**config.mk**
```make
export PLATFORM = sky130hd
export DESIGN_NAME = uart_rx_axis_packer
export DESIGN_NICKNAME = d
export VERILOG_FILES = /design/src/rtl/uart_rx_axis_packer.sv
export SDC_FILE = /design/constraint.sdc
export NUM_CORES = 1
export LEC_CHECK = 0
export BUFFER_PORTS_ARGS = -buffer_cell sky130_fd_sc_hd__buf_2
export CAP_MARGIN = 15
export CORE_UTILIZATION = 33
export DETAILED_ROUTE_END_ITERATION = 6
export PLACE_DENSITY = 0.55
export SYNTH_ARGS = -nofsm -noshare
export SYNTH_HDL_FRONTEND = slang
export SYNTH_SLANG_ARGS = --single-unit
```
**constraint.sdc**
```tcl
create_clock -name clk -period 10.1 [get_ports clk]
set_clock_uncertainty 0.15 [all_clocks]
set_input_delay 1.01 -clock clk [delete_from_list [all_inputs] [get_ports clk]]
set_output_delay 1.01 -clock clk [all_outputs]
set_load 0.02 [all_outputs]
```
**src/rtl/uart_rx_axis_packer.sv**
```systemverilog
`default_nettype none
// +-----------------------------------------------------------------------+
// | Module   : uart_rx_axis_packer                                        |
// | Brief    : Packs UART RX bytes into AXI-Stream packets closed by an   |
// |            idle timeout or a maximum length. Optional: OVF_CNT_EN     |
// |            adds an 8-bit saturating dropped-byte counter (ovf_cnt).   |
// | Revision : 1.0 - initial release                                      |
// +-----------------------------------------------------------------------+
module uart_rx_axis_packer #(
  parameter int WIDTH       = 8,
  parameter int DEPTH       = 16,
  parameter int TIMEOUT_CYC = 9548,
  parameter int MAX_PKT     = 64
) (
  input  logic             clk,
  input  logic             rst,
  input  logic [WIDTH-1:0] rx_data,
  input  logic             rx_valid,
  output logic [WIDTH-1:0] m_axis_tdata,
  output logic             m_axis_tvalid,
  output logic             m_axis_tlast,
  input  logic             m_axis_tready,
`ifdef OVF_CNT_EN
  output logic             ovf,
  output logic [7:0]       ovf_cnt
`else
  output logic             ovf
`endif
);

  localparam int c_AW = $clog2(DEPTH);
  localparam int c_CW = c_AW + 1;
  localparam int c_TW = $clog2(TIMEOUT_CYC);
  localparam int c_BW = $clog2(MAX_PKT);
  localparam logic [c_TW-1:0] c_TMO_MAX = c_TW'(TIMEOUT_CYC - 1);
  localparam logic [c_BW-1:0] c_PKT_MAX = c_BW'(MAX_PKT - 1);
  localparam logic [c_CW-1:0] c_FULL    = c_CW'(DEPTH);

  typedef enum logic [0:0] {P_EMPTY = 1'b0, P_HOLD = 1'b1} pend_state_t;

  pend_state_t      r_state;
  logic [WIDTH-1:0] r_pend;
  logic [c_TW-1:0]  r_tmo_cnt;
  logic [c_BW-1:0]  r_byte_cnt;
  logic             r_ovf;

  logic [WIDTH:0]   r_mem [DEPTH];
  logic [c_AW-1:0]  r_wr_ptr;
  logic [c_AW-1:0]  r_rd_ptr;
  logic [c_CW-1:0]  r_count;

  logic [WIDTH-1:0] r_out_data;
  logic             r_out_last;
  logic             r_out_valid;

  logic             w_full;
  logic             w_empty;
  logic             w_pop;
  logic             w_push;
  logic             w_push_last;
  logic             w_drop;
  logic [c_TW-1:0]  w_tmo_next;
  logic             w_tmo_hit;

  assign w_full     = (r_count == c_FULL);
  assign w_empty    = (r_count == '0);
  assign w_pop      = !w_empty && (!r_out_valid || m_axis_tready);
  assign w_tmo_next = (r_tmo_cnt == c_TMO_MAX) ? c_TMO_MAX : r_tmo_cnt + c_TW'(1);
  // Expiry is the clock on which the counter reaches (or sits at) its ceiling.
  assign w_tmo_hit  = (w_tmo_next == c_TMO_MAX);

  always_comb begin
    w_push      = 1'b0;
    w_push_last = 1'b0;
    w_drop      = 1'b0;
    if (r_state == P_HOLD) begin
      if (rx_valid) begin
        if (w_full) begin
          w_drop = 1'b1;
        end else begin
          w_push      = 1'b1;
          w_push_last = (r_byte_cnt == c_PKT_MAX);
        end
      end else if (w_tmo_hit && !w_full) begin
        w_push      = 1'b1;
        w_push_last = 1'b1;
      end
    end
  end

  always_ff @(posedge clk or negedge rst) begin
    if (!rst) begin
      r_state    <= P_EMPTY;
      r_pend     <= '0;
      r_tmo_cnt  <= '0;
      r_byte_cnt <= '0;
      r_ovf      <= 1'b0;
    end else begin
      r_ovf <= w_drop;
      if (w_push) begin
        r_byte_cnt <= w_push_last ? '0 : r_byte_cnt + c_BW'(1);
      end
      case (r_state)
        P_EMPTY: begin
          if (rx_valid) begin
            r_pend    <= rx_data;
            r_tmo_cnt <= '0;
            r_state   <= P_HOLD;
          end
        end
        P_HOLD: begin
          if (rx_valid && !w_full) begin
            r_pend    <= rx_data;
            r_tmo_cnt <= '0;
          end else begin
            r_tmo_cnt <= w_tmo_next;
            if (!rx_valid && w_push) begin
              r_state <= P_EMPTY;
            end
          end
        end
        default: r_state <= P_EMPTY;
      endcase
    end
  end

  always_ff @(posedge clk) begin
    if (w_push) begin
      r_mem[r_wr_ptr] <= {w_push_last, r_pend};
    end
  end

  always_ff @(posedge clk or negedge rst) begin
    if (!rst) begin
      r_wr_ptr <= '0;
      r_rd_ptr <= '0;
      r_count  <= '0;
    end else begin
      if (w_push) r_wr_ptr <= r_wr_ptr + c_AW'(1);
      if (w_pop)  r_rd_ptr <= r_rd_ptr + c_AW'(1);
      case ({w_push, w_pop})
        2'b10:   r_count <= r_count + c_CW'(1);
        2'b01:   r_count <= r_count - c_CW'(1);
        default: r_count <= r_count;
      endcase
    end
  end

  // Output stage holds its byte until accepted; refills from the FIFO on handshake.
  always_ff @(posedge clk or negedge rst) begin
    if (!rst) begin
      r_out_valid <= 1'b0;
      r_out_last  <= 1'b0;
      r_out_data  <= '0;
    end else if (w_pop) begin
      r_out_valid <= 1'b1;
      {r_out_last, r_out_data} <= r_mem[r_rd_ptr];
    end else if (m_axis_tready) begin
      r_out_valid <= 1'b0;
    end
  end

  assign m_axis_tdata  = r_out_data;
  assign m_axis_tlast  = r_out_last;
  assign m_axis_tvalid = r_out_valid;
  assign ovf           = r_ovf;

`ifdef OVF_CNT_EN
  logic [7:0] r_ovf_cnt;

  always_ff @(posedge clk or negedge rst) begin
    if (!rst) begin
      r_ovf_cnt <= '0;
    end else if (w_drop && (r_ovf_cnt != 8'hFF)) begin
      r_ovf_cnt <= r_ovf_cnt + 8'd1;
    end
  end

  assign ovf_cnt = r_ovf_cnt;
`endif

endmodule
`default_nettype wire

```
Word level (Yosys, flattened, before mapping)
Memory sizes are Yosys's and may differ from the RTL's. A register that Yosys moved wholly into a read port is not among the register bits.
Index checks and enable logic that the tools add are counted.
Widths: inputs -> output; s select.
{"block": "totals", "regBits": 44, "latchBits": 0, "ramBits": 144, "romBits": 0, "in_bits": 12, "output_inout_bits": 11, "word_cells": 66, "n_memories": 1}
{"block": "op_classes", "addsub": 6, "multipliers": 0, "div_mod_pow": 0, "order_cmp": 0, "n_eq_ne": 8, "shifts": 0, "n_mux": 27, "bitwise": 1, "reduce_logical": 14}
{"memory": "r_mem", "words": 16, "width": 9, "rd": 1, "rd_clocked_by_memory_dff": 1, "write_ports": 1, "line": "47", "rtl": "logic [WIDTH:0] r_mem [DEPTH];"}
{"operator": "$mux 14", "count": 3}
{"operator": "$eq 14x14->1 const B", "count": 2}
{"operator": "$pmux 14 s2", "count": 1}
{"operator": "$mux 1", "count": 17}
{"operator": "$mux 8", "count": 2}
{"operator": "$pmux 8 s2", "count": 1}
{"operator": "$add 14x1->14 const B", "count": 1}
{"operator": "$pmux 5 s2", "count": 1}
{"operator": "$add 4x1->4 const B", "count": 2}
{"operator": "$add 6x1->6 const B", "count": 1}
{"operator": "$eq 6x6->1 const B", "count": 1}
{"operator": "$mux 6", "count": 1}
{"operator": "$add 5x1->5 const B", "count": 1}
{"operator": "$eq 5x5->1 const B", "count": 1}
{"operator": "$logic_not 1->1", "count": 5}
{"operator": "$logic_not 5->1", "count": 1}
{"operator": "$sub 5x1->5 const B", "count": 1}
{"operator": "$logic_and 1x1->1", "count": 4}
{"operator": "$reduce_bool 2->1", "count": 2}
{"operator": "$eq 2x1->1 const B", "count": 1}
{"operator": "$eq 2x2->1 const B", "count": 1}
{"operator": "$ne 2x1->1 const B", "count": 1}
{"operator": "$ne 2x2->1 const B", "count": 1}
{"operator": "$pmux 1 s2", "count": 1}
{"operator": "3 further kinds", "count": 3}

Longest topological paths before layout
{"block": "logic_depth", "ltp_word": 11, "ltp_mapped": 15, "ltp_nobuf": 15}

Worst setup path after synthesis
OpenSTA, ideal clock, no wires.
{"block": "synth_path", "path_type": "register -> register", "startpoint": "reg r_tmo_cnt[4]", "endpoint": "reg r_count[4]", "setup_ns": 0.125, "t_arrival_ns": 3.445, "required_time_ns": 9.825, "slack_ns": 6.379, "path_stages_with_launch": 16, "path_cell_list": "dfrtp_1 > buf_6 > or4b_1 > or4_4 > a211oi_2 > o2111a_2 > nand3_4 > nand2_4 > inv_2 > ha_1 > fa_1 > a21o_1 > a21oi_1 > xor2_1 > nor2_1 > xor2_1"}
{"block": "synth_via", "elab_chain_len": 9}
{"element": "from (decl)", "line": "43", "rtl": "logic [c_TW-1:0] r_tmo_cnt;"}
{"element": "from (signal assigned)", "line": "116", "rtl": "r_tmo_cnt <= w_tmo_next;"}
{"element": "$add 14x1->14 / $eq 14x14->1 (equally long branches)", "line": "68", "rtl": "assign w_tmo_next = (r_tmo_cnt == c_TMO_MAX) ? c_TMO_MAX : r_tmo_cnt + c_TW'(1);"}
{"element": "$mux 14 *", "line": "68"}
{"element": "$eq 14x14->1 *", "line": "70", "rtl": "assign w_tmo_hit = (w_tmo_next == c_TMO_MAX);"}
{"element": "$logic_and 1x1->1 *", "line": "84", "rtl": "end else if (w_tmo_hit && !w_full) begin"}
{"element": "$mux 1 *", "line": "84"}
{"element": "$mux 1 *", "line": "77", "rtl": "if (rx_valid) begin"}
{"element": "$mux 1 *", "line": "76", "rtl": "if (r_state == P_HOLD) begin"}
{"element": "$eq 2x1->1 / $eq 2x2->1 (equally long branches)", "line": "141", "rtl": "case ({w_push, w_pop})"}
{"element": "$pmux 5 s2 / $reduce_bool 2->1 (equally long branches)"}
{"element": "to (signal assigned)", "line": "142", "rtl": "2'b10: r_count <= r_count + c_CW'(1);"}
{"element": "to (signal assigned)", "line": "143", "rtl": "2'b01: r_count <= r_count - c_CW'(1);"}
{"element": "to (signal assigned)", "line": "144", "rtl": "default: r_count <= r_count;"}
{"element": "to (decl)", "line": "50", "rtl": "logic [c_CW-1:0] r_count;"}
Every way passes the cells marked *; elsewhere a longest branch is shown, timed or not.
A chain may end at the register's enable or synchronous reset.

Worst setup path after layout
{"block": "layout_path", "startpoint": "reg r_tmo_cnt[0]", "endpoint": "reg r_count[4]"}
Same word-level chain as after synthesis.

==> results.yml <==
route:
  wl_per_cell_um: 19.2
  vias: 4345
  ant_nets: 0
  vias_per_cell: 5.10
  first_pass_iters: 4
  drt-initial-drc-count: 292
  drt-total-wl_mm: 16.4
  drc: 0
logic_synthesis:
  syn_inst: 494
  ys_ff_latch: 197
  synth.distinct_cells: 51
  yosys_warnings: 0
  synth.area.top_cells: "edfxtp_1 (52%), dfrtp_1 (16%), mux4_2 (12%)"
  ys_seq_area_share_pct: 67.6
  yosys.area.top_type: "edfxtp_1"
  synth-async-reset-ratio_pct: 26.9
  synth_top_area_share_pct: 51.8
  syn_area_sq_um: 8360
  synth_fp_nets: 518
  syn_avg_cell_area_sq_um: 16.9
  synth_ff_type: "edfxtp_1"
  synth_enable_flop_cells: 144
clocking:
  h-tree-depth: 4
  cts_buffers: 17
  clkLatencyLatePin_ns: 0.44
  cts_setup_buffers: 0
  postCtsResizedCells: 0
  cts.clk_slew.worst_paths_ns: 0.07
  cts_tree: "built"
  root_buffer: "clkbuf_16"
  clk_path_buf_depth: 2
  cts_sinks: 197
  holdBufCountCts: 0
sta:
  drv_slew: 0
  slew-limit-headroom_pct: 35.4
  setup_violations: 0
  worst_pin_slew_ns: 0.967
  fmax_ghz: 0.246
  tns_ns: 0
  setup_ws_ns: 6.03
  timing.hold.ws_ns: 0.344
  finalCriticalPeriod_ns: 4.07
  rsz0062_at_grt: "no"
  period_share_pct: 40.3
  finalHoldViolCount: 0
worst_setup_path:
  critPathKind: "register to register"
  cp-end-kind: "register"
  required_ns: 10.26
  startpoint_type: "register"
  worstPathMaxFanout: 14
  worstPathArrival_ns: 4.23
placed_design:
  dp_slack_ns: 6.09
  finalWeightedCongestion: 0.819
  placed_cell_area_sq_um: 8790
  hpwl_mm: 10.5
  port_buffers: 22
layout:
  final_cell_mix: "edfxtp_1 (144), dfrtp_1 (52), mux4_2 (45), nand2_1 (27), buf_2 (22)"
  nNetsFinal: 539
  fin_util_pct: 38.2
  final_common_cell: "edfxtp_1"
  areaGrowthSynthToFinish_pct: 12.4
  drive_gt1_share_pct: 24.6
  finish.instance_area_sq_um: 9390
  diodes: 0
worst_hold_path:
  hold_class: "register to register"
floorplan:
  start_util_pct: 34.0
  row_count: 57
  die_h_um: 161
  dieWidth_um: 161
  die-area_sq_um: 26000
  ios: 23
  core_area_sq_um: 24600
global_route:
  grt_pass1_vias: 4535
  grt_pass1_wl_mm: 26.3
  grt_max_degree: 54
  overflow: 0
  antenna_found_initial: 0
  grt_use_total_pct: 13.7
job:
  max_cap_viol_count: 0
status:
  status: "complete, no violations"
power:
  ir_drop_mv: 0.111
  p_leak_nw: 3.26
  powerDensity_nw_per_um2: 265
[layout make-up]
class	count	area (sq um)
fill	2282	15200
clock buffer	18	429
clock inverter	14	164
timing repair buffer	27	148
tap	324	405
inverter	6	22.5
sequential	197	5650
multi-input combinational	266	2570
[per-stage QoR]
stage | power, W | instances
final | 0.00249 | 852
after CTS | 0.00253 | 851
after global placement | 0.00182 | 819
after floorplan | 0.00163 | 494
after global routing | 0.00263 | 852
after detailed placement | 0.00184 | 819
[report_power, final]
group | internal (W) | total (W) | switching [W]
logic | 0.000335 | 0.000656 | 0.000321
registers | 0.00103 | 0.00115 | 0.000120
clock network | 0.000373 | 0.000685 | 0.000312
[cells by family after synthesis]
group	Yosys count	synth area share, %
flip-flops	197	67.6
AND/OR/NAND/NOR	110	7.31
multiplexers	64	14.7
AO/OA/AOI/OAI	62	4.99
buffers and inverters	31	1.62
XOR/XNOR	18	1.89
adder cells (fa/ha/maj)	12	1.89
[state kept, by name (all words and copies together) (netlist names)]
| name | count |
|---|---|
| r_wr_ptr | 4 |
| r_state | 1 |
| r_tmo_cnt | 14 |
| r_mem | 144 |
| ovf | 1 |
| r_count | 5 |
| r_rd_ptr | 4 |
| m_axis_tlast | 1 |
| m_axis_tdata | 8 |
| r_pend | 8 |
| m_axis_tvalid | 1 |
| r_byte_cnt | 6 |
[layer usage]
| layer | vias to the layer above | global-route usage [%] | part of all wire [%] |
|---|---|---|---|
| li1 | 1983 | - | - |
| met3 | 14 | 3.34 | 4.1 |
| met1 | 2261 | 18.5 | 46 |
| met5 | - | 0 | 0 |
| met2 | 87 | 21.6 | 49 |
| met4 | 0 | 4.63 | 1.1 |
[Yosys cell counts (all sizes together), types with 2 or more instances]
library cell  instances
a21o                  6
and2                  7
o31ai                11
and3                 21
clkbuf               17
or4                   2
dfrtp                53
inv                   6
a22o                  2
nand3b                3
nor3                  3
nor2                 13
mux4                 45
a21boi                3
o21ai                23
buf                   8
nor2b                 5
a21oi                 7
xnor2                 8
xor2                 10
o211ai                2
nand2b                4
mux2                 19
nand2                28
a31oi                 2
nand4                 5
a211oi                2
nand3                13
ha                   11
edfxtp              144
[worst max-delay path, cell delays in order, from the launching register on]
cell and delay [ns]:
dfrtp_1 0.50, ha_1 0.34, nand2b_1 0.14, or4_4 0.53, a211oi_2 0.19, o2111a_2 0.28
nand3_4 0.12, nand2_4 0.18, inv_2 0.09, ha_1 0.26, fa_1 0.43, a21o_1 0.18
a21oi_1 0.17, xor2_1 0.17, nor2_1 0.07, xor2_1 0.14
[final timing paths]
path                                           start                         to  slack [ns]  cells after the start
setup reg to reg            r_tmo_cnt[0]$_DFFE_PN0P_     r_count[4]$_DFFE_PN0P_        6.03                     15
max in group asynchronous                        rst    r_rd_ptr[0]$_DFFE_PN0P_        8.69                      2
hold / removal             r_byte_cnt[5]$_DFFE_PN0P_  r_byte_cnt[5]$_DFFE_PN0P_        0.34                      1
setup / recovery            r_tmo_cnt[0]$_DFFE_PN0P_     r_count[4]$_DFFE_PN0P_        6.03                     15
min in group asynchronous                        rst   r_tmo_cnt[8]$_DFFE_PN0P_        0.58                      2
hold reg to reg            r_byte_cnt[5]$_DFFE_PN0P_  r_byte_cnt[5]$_DFFE_PN0P_        0.34                      1
Note: power is estimated with default switching activity, not from simulation.
